## src/rtl/decode_nwide_pkg.sv

```systemverilog
// Shared types, defaults and helpers for the N-wide RISC-V decoder.
// Holds the packet/uop structs and the per-lane decode function.
package decode_nwide_pkg;

  localparam int NDEC_DFLT       = 2;
  localparam int NREN_DFLT       = 2;
  localparam int UOPQ_DEPTH_DFLT = 8;

  typedef enum logic [1:0] {
    OP_INVD,
    OP_ZERO,
    OP_REG,
    OP_IMM
  } t_optype;

  typedef enum logic {
    SZ_8B,
    SZ_4B
  } t_opsize;

  typedef enum logic [2:0] {
    IF_R,
    IF_I,
    IF_S,
    IF_B,
    IF_U,
    IF_J,
    IF_ILL
  } t_ifmt;

  typedef struct packed {
    t_optype    typ;
    logic [4:0] num;
    t_opsize    sz;
  } t_opnd;

  typedef struct packed {
    logic [31:0] instr;
    logic [63:0] pc;
    logic [15:0] simid;
  } t_instr_pkt;

  typedef struct packed {
    logic        valid;
    logic [6:0]  opcode;
    t_ifmt       ifmt;
    logic [63:0] pc;
    logic [15:0] simid;
    t_opnd       dst;
    t_opnd       src1;
    t_opnd       src2;
    logic [63:0] imm64;
  } t_uinstr;

  function automatic int unsigned popcount(input logic [31:0] v);
    int unsigned c;
    c = 0;
    for (int k = 0; k < 32; k++) c += 32'(v[k]);
    return c;
  endfunction

  // Contiguous from bit 0: of the form 0..01..1 (or zero).
  function automatic logic is_contig(input logic [31:0] v);
    return ((v + 32'd1) & v) == 32'd0;
  endfunction

  function automatic t_opnd reg_op(input logic [4:0] n, input t_opsize sz);
    t_opnd o;
    o.typ = OP_REG;
    o.num = n;
    o.sz  = sz;
    return o;
  endfunction

  function automatic t_uinstr decode_rv_instr(input t_instr_pkt p);
    t_uinstr    u;
    logic [31:0] i;
    logic [4:0]  op5;
    t_opsize     sz;
    logic        std, is_r, is_ia, is_io, is_b, is_s, is_j, is_u;
    i   = p.instr;
    op5 = i[6:2];
    std = (i[1:0] == 2'b11);
    sz  = i[3] ? SZ_4B : SZ_8B;
    is_r  = std & (op5 == 5'b01100 || op5 == 5'b01110);
    is_ia = std & (op5 == 5'b00100 || op5 == 5'b00110);
    is_io = std & (op5 == 5'b00000 || op5 == 5'b11001);
    is_b  = std & (op5 == 5'b11000);
    is_s  = std & (op5 == 5'b01000);
    is_j  = std & (op5 == 5'b11011);
    is_u  = std & (op5 == 5'b00101 || op5 == 5'b01101);
    u        = '0;
    u.opcode = i[6:0];
    u.pc     = p.pc;
    u.simid  = p.simid;
    u.ifmt   = IF_ILL;
    unique case (1'b1)
      is_r: begin
        u.ifmt = IF_R;
        u.dst  = reg_op(i[11:7], sz);
        u.src1 = reg_op(i[19:15], sz);
        u.src2 = reg_op(i[24:20], sz);
      end
      is_ia, is_io: begin
        u.ifmt  = IF_I;
        u.dst   = reg_op(i[11:7], sz);
        u.src1  = reg_op(i[19:15], sz);
        u.imm64 = {{52{i[31]}}, i[31:20]};
        if (is_ia) u.src2.typ = OP_IMM;
      end
      is_b: begin
        u.ifmt  = IF_B;
        u.src1  = reg_op(i[19:15], SZ_8B);
        u.src2  = reg_op(i[24:20], SZ_8B);
        u.imm64 = {{51{i[31]}}, i[31], i[7],
                   i[30:25], i[11:8], 1'b0};
      end
      is_s: u.ifmt = IF_S;
      is_j: u.ifmt = IF_J;
      is_u: u.ifmt = IF_U;
      default: u.ifmt = IF_ILL;
    endcase
    if (u.src1.typ == OP_REG && u.src1.num == '0)
      u.src1.typ = OP_ZERO;
    if (u.src2.typ == OP_REG && u.src2.num == '0)
      u.src2.typ = OP_ZERO;
    if (u.dst.typ == OP_REG && u.dst.num == '0)
      u.dst.typ = OP_INVD;
    return u;
  endfunction

endpackage

```

## src/rtl/decode_nwide_mfifo.sv

```systemverilog
// Multi-push / multi-pop circular buffer (gen_mfifo) feeding rename.
// Pointers wrap by natural overflow; flush drops everything.
module gen_mfifo #(
  parameter type T     = logic [7:0],
  parameter int  DEPTH = 8,
  parameter int  NPUSH = 2,
  parameter int  NPOP  = 2,
  localparam int CW    = $clog2(DEPTH + 1),
  localparam int PCW   = $clog2(NPUSH + 1),
  localparam int QCW   = $clog2(NPOP + 1)
) (
  input  logic                 clk,
  input  logic                 reset,
  input  logic                 flush,
  input  logic [PCW-1:0]       push_cnt,
  input  T     [NPUSH-1:0]     push_data,
  input  logic [QCW-1:0]       pop_cnt,
  output T     [NPOP-1:0]      pop_data,
  output logic [CW-1:0]        occ
);

  localparam int PW = $clog2(DEPTH);

  T           mem [DEPTH];
  logic [PW-1:0] rd_ptr, wr_ptr;

  always_ff @(posedge clk) begin
    if (reset) begin
      rd_ptr <= '0;
      wr_ptr <= '0;
      occ    <= '0;
    end else if (flush) begin
      occ    <= '0;
      rd_ptr <= wr_ptr;
    end else begin
      wr_ptr <= wr_ptr + PW'(push_cnt);
      rd_ptr <= rd_ptr + PW'(pop_cnt);
      occ    <= occ + CW'(push_cnt) - CW'(pop_cnt);
    end
  end

  always_ff @(posedge clk) begin
    if (!reset && !flush) begin
      for (int i = 0; i < NPUSH; i++)
        if (i < int'(push_cnt))
          mem[wr_ptr + PW'(i)] <= push_data[i];
    end
  end

  // Read is combinational, so a same-slot push returns the old entry.
  always_comb begin
    for (int j = 0; j < NPOP; j++)
      pop_data[j] = mem[rd_ptr + PW'(j)];
  end

  a_occ_max: assert property (@(posedge clk) disable iff (reset)
    int'(occ) <= DEPTH);
  a_no_under: assert property (@(posedge clk) disable iff (reset)
    int'(pop_cnt) <= int'(occ));
  a_no_over: assert property (@(posedge clk) disable iff (reset)
    int'(occ) + int'(push_cnt) - int'(pop_cnt) <= DEPTH);

endmodule

```

## src/rtl/decode_nwide.sv

```systemverilog
// N-wide decode plus uop queue between fetch and rename.
// Optional same-cycle bypass to rename under DECODE_BYPASS_EN.
module decode_nwide
  import decode_nwide_pkg::*;
#(
  parameter int NDEC       = NDEC_DFLT,
  parameter int NREN       = NREN_DFLT,
  parameter int UOPQ_DEPTH = UOPQ_DEPTH_DFLT,
  localparam int CW        = $clog2(UOPQ_DEPTH + 1)
) (
  input  logic                   clk,
  input  logic                   reset,
  input  logic                   br_mispred_rb1,
  input  logic [NDEC-1:0]        valid_fe1,
  input  t_instr_pkt [NDEC-1:0]  instr_fe1,
  output logic                   fe_ready_de0,
  output t_uinstr [NDEC-1:0]     uinstr_de0,
  input  logic                   rename_ready_rn0,
  output logic [NREN-1:0]        valid_de1,
  output t_uinstr [NREN-1:0]     uinstr_de1,
  output logic [CW-1:0]          uopq_occ_de1
);

  localparam int DW = $clog2(NDEC + 1);
  localparam int RW = $clog2(NREN + 1);
  localparam int LW = (NDEC > NREN) ? NDEC : NREN;

  t_uinstr [LW-1:0]   dec;
  t_uinstr [NDEC-1:0] push_data;
  t_uinstr [NREN-1:0] pop_data;
  logic [DW-1:0]      in_cnt, bp_cnt, push_cnt;
  logic [RW-1:0]      pop_cnt;
  logic [CW-1:0]      occ;
  logic               accept;

  always_comb begin
    dec = '0;
    for (int i = 0; i < NDEC; i++) begin
      dec[i]       = decode_rv_instr(instr_fe1[i]);
      dec[i].valid = valid_fe1[i];
    end
    if (reset) dec = '0;
  end

  assign uinstr_de0   = dec[NDEC-1:0];
  assign uopq_occ_de1 = occ;

  // Conservative: only registered occupancy, same-cycle pops ignored.
  assign fe_ready_de0 = ~reset &
    ((CW'(UOPQ_DEPTH) - occ) >= CW'(NDEC));
  assign accept = fe_ready_de0 & ~br_mispred_rb1;
  assign in_cnt = DW'(popcount(32'(valid_fe1)));

`ifdef DECODE_BYPASS_EN
  logic byp;
  assign byp    = accept & rename_ready_rn0 & (occ == '0);
  assign bp_cnt = !byp ? '0 :
    DW'((int'(in_cnt) > NREN) ? NREN : int'(in_cnt));
`else
  assign bp_cnt = '0;
`endif

  assign push_cnt = accept ? (in_cnt - bp_cnt) : '0;

  // Bypassed lanes skip the queue; the rest shift down to slot 0.
  always_comb begin
    push_data = '0;
    for (int i = 0; i < NDEC; i++)
      for (int k = 0; k < NDEC; k++)
        if (k == i + int'(bp_cnt)) push_data[i] = dec[k];
  end

  assign pop_cnt =
    (rename_ready_rn0 & ~br_mispred_rb1 & ~reset) ?
    RW'((int'(occ) > NREN) ? NREN : int'(occ)) : '0;

  gen_mfifo #(
    .T     (t_uinstr),
    .DEPTH (UOPQ_DEPTH),
    .NPUSH (NDEC),
    .NPOP  (NREN)
  ) u_uopq (
    .clk       (clk),
    .reset     (reset),
    .flush     (br_mispred_rb1),
    .push_cnt  (push_cnt),
    .push_data (push_data),
    .pop_cnt   (pop_cnt),
    .pop_data  (pop_data),
    .occ       (occ)
  );

  always_comb begin
    valid_de1  = '0;
    uinstr_de1 = pop_data;
    for (int j = 0; j < NREN; j++) begin
      if (bp_cnt != '0) begin
        uinstr_de1[j] = dec[j];
        valid_de1[j]  = (j < int'(bp_cnt));
      end else begin
        valid_de1[j]  = (j < int'(pop_cnt));
      end
      uinstr_de1[j].valid = valid_de1[j];
    end
  end

  a_fe_contig: assert property (@(posedge clk) disable iff (reset)
    is_contig(32'(valid_fe1)));
  a_de_contig: assert property (@(posedge clk) disable iff (reset)
    is_contig(32'(valid_de1)));
  a_fe_proto: assert property (@(posedge clk) disable iff (reset)
    !(|valid_fe1) || fe_ready_de0);

endmodule

```

## config.mk

```make
export PLATFORM = sky130hd
export DESIGN_NAME = decode_nwide
export DESIGN_NICKNAME = d
export VERILOG_FILES = /design/src/rtl/decode_nwide_pkg.sv /design/src/rtl/decode_nwide_mfifo.sv /design/src/rtl/decode_nwide.sv
export SDC_FILE = /design/constraint.sdc
export NUM_CORES = 2
export LEC_CHECK = 0
export ABC_CLOCK_PERIOD_IN_PS = 51500
export CAP_MARGIN = 25
export CORE_AREA = 2 2 367 369
export CTS_CLUSTER_DIAMETER = 50
export DETAILED_ROUTE_END_ITERATION = 10
export DIE_AREA = 0 0 369 371
export MAX_ROUTING_LAYER = met4
export PLACE_DENSITY = 0.74
export SLEW_MARGIN = 0
export SYNTH_ARGS = -nofsm -noshare
export SYNTH_HDL_FRONTEND = slang
export SYNTH_SLANG_ARGS = --single-unit
```

## constraint.sdc

```tcl
create_clock -name clk -period 51.5 [get_ports clk]
set_input_delay 12.875 -clock clk [delete_from_list [all_inputs] [get_ports clk]]
set_output_delay 12.875 -clock clk [all_outputs]
set_load 0.01 [all_outputs]
```

==> results.sh <==
export IMPL_die_h_um=371
export IMPL_clock_latency_ps=740
export IMPL_synth_warnings=0
export IMPL_startpoint_type="input pin"
export IMPL_post_cts_resize_count=0
export IMPL_clock_root_buffer="clkbuf_16"
export IMPL_synth_area_mm2=0.06075
export IMPL_core_mm2=0.1328
export IMPL_drive_above_1_share_pct=18.74
export IMPL_cp_arrival_ps=17130
export IMPL_grt_pass1_vias=44890
export IMPL_clock_sinks=1018
export IMPL_place_ws_ps=21650
export IMPL_pwr_density_cell_mw_per_mm2=27.84
export IMPL_fin_ws_ps=21500
export IMPL_dieWidth_um=369
export IMPL_synth_top_area_share_pct=49.83
export IMPL_cp_max_fo=52
export IMPL_postLayoutCoreUtil_pct=55.28
export IMPL_vias=46080
export IMPL_wl_per_cell_um=27.48
export IMPL_path_delay_family="buffers and inverters"
export IMPL_yosysMostFrequentCell="nand2_1"
export IMPL_path_clk_slew_ps=60
export IMPL_path_class="in -> out"
export IMPL_fin_skew_ps=22.17
export IMPL_nets=5821
export IMPL_tightest_slew_ps=1109
export IMPL_ys_top_cells_by_area="edfxtp_1, mux4_2, o21ai_0"
export IMPL_synth_cell_types=64
export IMPL_wl_mm=204.7
export IMPL_track_usage_pct=29.97
export IMPL_reg2reg_slack_ps=45970
export IMPL_drt_iter0_drc=5927
export IMPL_io_pins=953
export IMPL_syn_avg_cell_area_um2=11.81
export IMPL_slowest_stage="a21oi_4"
export IMPL_synthCells=5145
export IMPL_h_tree_depth=3
export IMPL_required_ps=38620
export IMPL_antenna_found_initial=13
export IMPL_drv_cap=0
export IMPL_setup_viol=0
export IMPL_grt_max_degree=183
export IMPL_synth_top_area_cell="edfxtp_1"
export IMPL_rsz0062_at_grt="no"
export IMPL_period_share_pct=58.26
export IMPL_area_growth_pct=20.83
export IMPL_postRouteAntennaNets=0
export IMPL_die_area_mm2=0.1369
export IMPL_hpwlAfterDp_mm=127.7
export IMPL_outcome="finished, final reports clean"
export IMPL_synthFlopType="edfxtp_1"
export IMPL_cts_path_max_buffers=3
export IMPL_dr_pass1_iters=6
export IMPL_via_per_inst=6.187
export IMPL_period_needed_ps=30010
export IMPL_netlist_top_cells_count="nand2_1, edfxtp_1, o21ai_0"
export IMPL_path_buf_inv=4
export IMPL_max_freq_ghz=0.03333
export IMPL_crit_path_max_incr_delay_ps=810
export IMPL_start_util_pct=45.75
export IMPL_post_cts_buffers=0
export IMPL_endpoint_kind="output pin"
export IMPL_hold_viol=0
export IMPL_place_congestion=0.8846
export IMPL_ir_worst_vdd_mv=0.02866
export IMPL_grt_pass1_wl_mm=291.8
export IMPL_slew_headroom_pct=26.09
export IMPL_ys_ff_latch=1018
export IMPL_drc=0
export IMPL_setup_tns_ps=0
export IMPL_drv_slew=0
export IMPL_fill_cells=10760
export IMPL_synth_edff_count=1008
export IMPL_cts_tree="yes"
export IMPL_hold_class="reg -> reg"
export IMPL_p_leak_nw=23.23
export IMPL_synthArstFlopShare_pct=0
export IMPL_num_rows=134
export IMPL_postCtsHoldBufs=0
export IMPL_crit_chain="clkdlybuf4s50_1 -> nor2b_1 -> nand2_1 -> a21oi_4 -> nand2_1 -> inv_1 -> buf_4 -> clkdlybuf4s50_1"
export IMPL_grt_overflow=0
export IMPL_port_buffers=942
export IMPL_numCtsBuffers=114
export IMPL_yosysSeqAreaShare_pct=50.16
==> worst register-to-register path, cell delays in order (launching register included) <==
cell	delay [ps]
dfxtp_1	390
or4_1	520
nand4_1	680
nand3_2	980
o21ai_4	750
buf_4	870
buf_4	890
==> cell usage in the layout (no fill, tap or decap), drive strengths merged, types with 11 or more instances in the layout <==
master / netlist / final
clkdlybuf4s50: 0 / 941
edfxtp: 1008 / 1008
diode: 0 / 13
bufinv: 0 / 12
nor2: 32 / 32
mux4: 504 / 504
nand2: 1166 / 1166
and3: 22 / 22
clkinv: 0 / 41
buf: 428 / 89
nand3: 21 / 21
ha: 12 / 12
inv: 137 / 146
and2: 11 / 11
a21oi: 89 / 89
nor3: 11 / 11
clkbuf: 291 / 139
nor2b: 97 / 97
o21ai: 954 / 954
mux2: 252 / 252
==> metrics by stage <==
stage	std cells	instance area [µm²]	hold WS [ps]	total power, W
final	7448	73400	568.3	0.002043
after global routing	7448	73400	593.0	0.002096
after CTS	7430	73260	561.6	0.002047
after detailed placement	7222	69530	556.1	0.001236
after global placement	7220	69500	552.9	0.001230
after floorplan	5148	60760	561.8	0.001110
==> cell families after synthesis <==
group	share of synthesized area [%]
compound gates	9.098
flops	50.16
buf+inv	7.048
mux	23.49
fa+ha+maj	0.3790
simple gates	9.720
xor+xnor	0.1009
other cells	0.006173
==> metal layers <==
layer	vias to the layer above	routed length [µm]	global-route usage [%]	part of all wire (%)
li1	19680	-	-	-
met1	22460	71250	35.64	35
met2	3318	96880	47.11	47
met3	622	23680	6.406	12
met4	0	12860	17.85	6.3
met5	-	0	-	0
==> layout make-up <==
type	count	area [µm²]	area share [%]
sequential	1018	30480	41.53
multi-input combinational	3274	26220	35.72
clock buffer	139	2989	4.072
timing repair buffer	1030	10220	13.92
tap	1768	2212	3.014
inverter	137	516.7	0.7040
antenna	13	32.53	0.04432
clock inverter	69	735.7	1.002
==> state kept, by name, indices dropped and copies added, names as in the netlist <==
signal	count
u_uopq.wr_ptr	3
u_uopq.occ	4
u_uopq.rd_ptr	3
u_uopq.mem	1008
==> report_power, final <==
group	switching [W]	leakage, nW	total, W	internal, W
Combinational	0.000148	12.1	0.000291	0.000143
Sequential	0.00000696	9.36	0.000930	0.000923
Clock	0.000349	1.80	0.000822	0.000474
Total	0.000504	23.2	0.00204	0.00154
==> worst paths after layout <==
path                     from                 to  cells past startpoint
max             instr_fe1[80]     uinstr_de0[62]                      8
min          u_uopq.wr_ptr[2]   u_uopq.rd_ptr[2]                      2
max reg2reg     u_uopq.occ[1]  u_uopq.mem[1][64]                      6
min reg2reg  u_uopq.wr_ptr[2]   u_uopq.rd_ptr[2]                      2
Note: power is estimated with default switching activity, not from simulation.
